==> config.mk <==
export PLATFORM = sky130hd
export DESIGN_NAME = fifo_stream_reader
export DESIGN_NICKNAME = d
export VERILOG_FILES = /design/src/rtl/fifo_stream_reader.sv
export SDC_FILE = /design/constraint.sdc
export NUM_CORES = 1
export LEC_CHECK = 0
export CORE_MARGIN = 4
export CORE_UTILIZATION = 45
export CTS_CLUSTER_DIAMETER = 80
export DETAILED_ROUTE_END_ITERATION = 8
export GPL_ROUTABILITY_DRIVEN = 0
export PLACE_DENSITY = 0.71
export SYNTH_ARGS = -nofsm -noshare
export SYNTH_HDL_FRONTEND = slang
export SYNTH_SLANG_ARGS = --single-unit
==> constraint.sdc <==
create_clock -name clk -period 5.1 [get_ports clk]
set_input_delay 0.51 -clock clk [delete_from_list [all_inputs] [get_ports clk]]
set_output_delay 0.51 -clock clk [all_outputs]
set_load 0.1 [all_outputs]
==> src/rtl/fifo_stream_reader.sv <==
// Drains a registered-output FIFO and re-presents its words as a
// valid/ready stream with a last marker every BURST_LEN words.
module fifo_stream_reader #(
    parameter int DATA_WIDTH = 8,
    parameter int BURST_LEN  = 4
) (
    input  logic                  clk,
    input  logic                  rst,
    input  logic                  flush,
    input  logic                  fifo_empty,
    input  logic [DATA_WIDTH-1:0] fifo_dout,
    output logic                  fifo_rd_en,
    output logic                  m_valid,
    input  logic                  m_ready,
    output logic [DATA_WIDTH-1:0] m_data,
    output logic                  m_last
);

    localparam int BEAT_W = (BURST_LEN > 1) ? $clog2(BURST_LEN) : 1;
    localparam logic [BEAT_W-1:0] LAST_BEAT = BEAT_W'(BURST_LEN - 1);

    logic [1:0]            occ_q, occ_d;
    logic                  inflight_q, inflight_d;
    logic [BEAT_W-1:0]     beat_q, beat_d;
    logic [DATA_WIDTH-1:0] buf0_q, buf0_d;
    logic [DATA_WIDTH-1:0] buf1_q, buf1_d;

    logic       pop;
    logic       capture;
    logic [2:0] level;
    logic [1:0] base;

    assign m_valid = (occ_q != 2'd0);
    assign m_data  = buf0_q;
    assign m_last  = m_valid & (beat_q == LAST_BEAT);

    always_comb begin
        pop     = m_valid & m_ready;
        // Counting this cycle's pop lets reads resume as soon as space frees.
        level   = {1'b0, occ_q} + {2'b00, inflight_q} - {2'b00, pop};
        fifo_rd_en = !rst & !flush & !fifo_empty & (level < 3'd2);
        capture = inflight_q & !flush;
        base    = occ_q - {1'b0, pop};

        buf0_d = buf0_q;
        buf1_d = buf1_q;
        if (pop) begin
            buf0_d = buf1_q;
        end
        if (capture) begin
            if (base == 2'd0) begin
                buf0_d = fifo_dout;
            end else begin
                buf1_d = fifo_dout;
            end
        end

        occ_d      = base + {1'b0, capture};
        inflight_d = fifo_rd_en;

        beat_d = beat_q;
        if (pop) begin
            beat_d = (beat_q == LAST_BEAT) ? '0 : beat_q + BEAT_W'(1);
        end

        if (flush) begin
            occ_d      = 2'd0;
            inflight_d = 1'b0;
            beat_d     = '0;
        end
    end

    always_ff @(posedge clk) begin
        if (rst) begin
            occ_q      <= 2'd0;
            inflight_q <= 1'b0;
            beat_q     <= '0;
            buf0_q     <= '0;
            buf1_q     <= '0;
        end else begin
            occ_q      <= occ_d;
            inflight_q <= inflight_d;
            beat_q     <= beat_d;
            buf0_q     <= buf0_d;
            buf1_q     <= buf1_d;
        end
    end

endmodule

==> Flow_metrics.wiki <==
{| class="wikitable"
! Metric !! Value
|-
| Status || completed
|-
| Maximum level of the CTS H-tree || 1
|-
| Number of global-route vias before repair || approximately 750
|-
| Number of buffer cells added on primary ports || 23
|-
| Total Power Consumption || between 0.2 and 0.3 mW
|-
| Die height || 54.30 um
|-
| Post-synth top area share || 0.4358
|-
| Routed wirelength normalized by instance count || about 13 um
|-
| Worst R2R Setup Slack || 2980 ps
|-
| Largest net degree at the start of global routing || 23
|-
| DRT Pass-1 Iters || 4
|-
| Remaining antenna violation count || 0
|-
| Rel. slew slack || 0.3476
|-
| End of the worst register-to-register path || inflight_q
|-
| Endpoint kind of the worst setup timing path || output pin
|-
| Setup repair after global routing missed its margin || false
|-
| Antenna violations before repair || 0
|-
| Number of clock sinks seen by CTS || 21
|-
| Required time worst endpoint || between 4000 and 5000 ps
|-
| Detailed placement HPWL || ~1.4 mm
|-
| Post-route minimum period || roughly 3400 ps
|-
| Synthesized flop and latch total || 21
|-
| Effective utilization at floorplan || 0.4819
|-
| Largest area contributor in the netlist || dfxtp_1
|-
| Total number of nets in the final design || 144
|-
| Global-route wire length before repair || around 3.3 mm
|-
| Hold violation total from the final report || 0
|-
| Worst hold path startpoint || buf1_q[4]
|-
| Instance count along the most critical hold path || 2
|-
| Post-layout instance area || around 0.0012 mm^2
|-
| Met1 Use GR || 0.1786
|-
| TritonCTS clock tree || yes
|-
| Gr usage total || 0.1559
|-
| Worst Setup SP || m_ready
|-
| Stage delay of the slowest cell on the critical path || 530 ps
|-
| Synthesized area || 964.7 um^2
|-
| Clock Path Buffers || 2
|-
| Worst IR drop on VDD || roughly 0.24 mV
|-
| Gr ovfl total || 0
|-
| Crit path to || fifo_rd_en
|-
| Number of DRC markers after the initial detailed-route iteration || 8
|-
| Clock-pin slew on the worst setup and hold paths || 120 ps
|-
| Filler cell count in the final layout || between 150 and 200
|-
| Clk root buf || clkbuf_4
|-
| Placed cell areas || ~0.0012 mm^2
|-
| Post-Route WL || 1.962 mm
|-
| Clock Skew || around 2.4 ps
|-
| Syn Area/Cell || 9.101 um^2
|-
| Count of unique library cells instantiated by Yosys || 27
|-
| Cts-stage hold buffer count || 0
|-
| Post-cts gate resize count || 0
|-
| Post-synthesis net count || roughly 120
|-
| Max Transition Viols Final || 0
|-
| Setup violation total in the final timing report || 0
|-
| Fmax || 295.8 MHz
|-
| Vias post-DR || 805
|-
| Sequential share of the synthesized area || 0.4358
|-
| Critical path start-end classification || in -> out
|-
| Yosys synthesis warning count || 0
|-
| Final clock period utilization by the worst path || 0.6628
|-
| Detail-routed via count per cell || between 5 and 6
|-
| Register-to-Register Path Depth || 5
|-
| Number of buffers inserted by post-CTS setup repair || 0
|-
| Ranking of synthesized cells by area || dfxtp_1 44%, mux2i_1 9.3%, nand2_1 7.0%
|-
| Num rows || 16
|-
| Power density normalized to cell area || 244.0 mW/mm^2
|-
| Max stage delay cell, worst path || fa_1
|-
| Worst Hold Class || reg -> reg
|-
| Die area || slightly below 0.003 mm^2
|-
| Reg-to-Reg Start || occ_q[1]
|-
| Final setup slack of the worst path || 1720 ps
|-
| Pre-CTS setup slack || 1704 ps
|-
| I/O pin cnt || 24
|-
| Max cap viols || 0
|-
| Static leakage || around 0.50 nW
|-
| DR DRC count || 0
|-
| Number of antenna diodes || 0
|-
| Overall die width || around 54 um
|-
| Met3 usage || 0.05450
|-
| Highest fanout seen on the critical path || 12
|-
| Synthesis-to-layout area growth || 25.55%
|-
| Arrival time worst endpoint || 2870 ps
|-
| Type of element launching the critical path || input pin
|-
| Final total negative setup slack || 0 ps
|-
| TritonCTS buffer count || 3
|-
| Synth Instances || roughly 110
|-
| Area inside the core boundary || 0.002002 mm^2
|-
| Insertion delay to the later sink of the worst-skew pair || around 300 ps
|-
| Met2 GRT Util || 0.2809
|-
| Fraction of layout cells with a size suffix above 1 || 0.07087
|-
| Worst-path cell chain || clkdlybuf4s50_1 -> o21ai_1 -> nor2_1 -> fa_1 -> nand2b_1 -> nor4_1 -> buf_4
|-
| Slew at the pin with the worst max-slew slack || approximately 980 ps
|-
| Global routing's busiest layer || met2
|}
==> worst min path at each step <==
| stage | endpoint | slack [ps] |
|---|---|---|
| final | m_data[4] | 490 |
| after global routing | m_data[7] | 510 |
| after detailed placement | m_data[4] | 470 |
| after CTS | m_data[4] | 490 |
| after global placement | m_data[0] | 460 |
| after floorplan | m_data[4] | 460 |
==> layer usage <==
layer | vias up | routed length (um)
li1 | 407 | -
met1 | 378 | 846
met2 | 18 | 1011
met3 | 2 | 96
met4 | 0 | 8
met5 | - | 0
==> synthesized netlist by cell type (all sizes together) <==
master / instances
dfxtp: 21
nand2: 18
or2: 1
nand2b: 2
o21ai: 1
nor2b: 1
a311oi: 8
a21oi: 2
nand3: 2
xnor2: 1
nor2: 17
nor3: 4
buf: 4
and2: 2
mux2i: 9
fa: 1
a21bo: 1
ha: 2
nor4: 2
clkbuf: 2
nor3b: 1
inv: 2
xor2: 2
==> power by group <==
group / switching [mW] / internal (mW)
sequential: 0.00159 / 0.167
clock: 0.0517 / 0.0293
combinational: 0.0303 / 0.0160
==> cell usage in the layout (no fill, tap or decap), types with 2 or more instances in the layout <==
| cell type | n |
|---|---|
| nand2_1 | 18 |
| dfxtp_1 | 21 |
| nor2_1 | 17 |
| nor4_1 | 2 |
| inv_1 | 2 |
| a21oi_1 | 2 |
| clkdlybuf4s50_1 | 22 |
| mux2i_1 | 9 |
| a311oi_1 | 7 |
| xor2_1 | 2 |
| and2_1 | 2 |
| nor3_1 | 4 |
| ha_1 | 2 |
| clkbuf_4 | 3 |
| nand2b_1 | 2 |
==> per-stage QoR <==
step | cells | hold slack [ps] | util
after floorplan | 106 | 458.0 | -
after global placement | 150 | 463.5 | 0.5913
after detailed placement | 150 | 471.2 | 0.5913
after CTS | 154 | 489.2 | 0.6050
after global routing | 154 | 509.7 | 0.6050
final | 154 | 488.2 | 0.6050
==> final cells by class <==
type,instances,area (um^2),area share
multi-input combinational,77,494.2,0.4081
sequential,21,420.4,0.3471
timing repair buffer,23,227.7,0.1880
tap,27,33.78,0.02789
clock buffer,3,22.52,0.01860
inverter,2,7.507,0.006198
clock inverter,1,5.005,0.004132
==> sequential cells by signal (all words and copies together) (netlist names) <==
register and count:
m_data 8, beat_q 2, occ_q 2, buf1_q 8, inflight_q 1
==> worst max-delay path: cells and delay by family <==
kind	cells	cell delay [ps]
AO/OA/AOI/OAI	1	490
adder cells (fa/ha/maj)	1	530
buffers and inverters	2	870
AND/OR/NAND/NOR	3	460
==> kinds of logic after synthesis <==
| kind of cell | count (synthesis) | share of synthesized area |
|---|---|---|
| and+or+nand+nor | 50 | 0.2399 |
| AOI/OAI and AO/OA | 12 | 0.1051 |
| adders and majority gates | 3 | 0.04669 |
| buffers and inverters | 8 | 0.05188 |
| muxes | 9 | 0.09339 |
| xor gates and xnor gates | 3 | 0.02724 |
| DFF | 21 | 0.4358 |
Note: power is estimated with default switching activity, not from simulation.
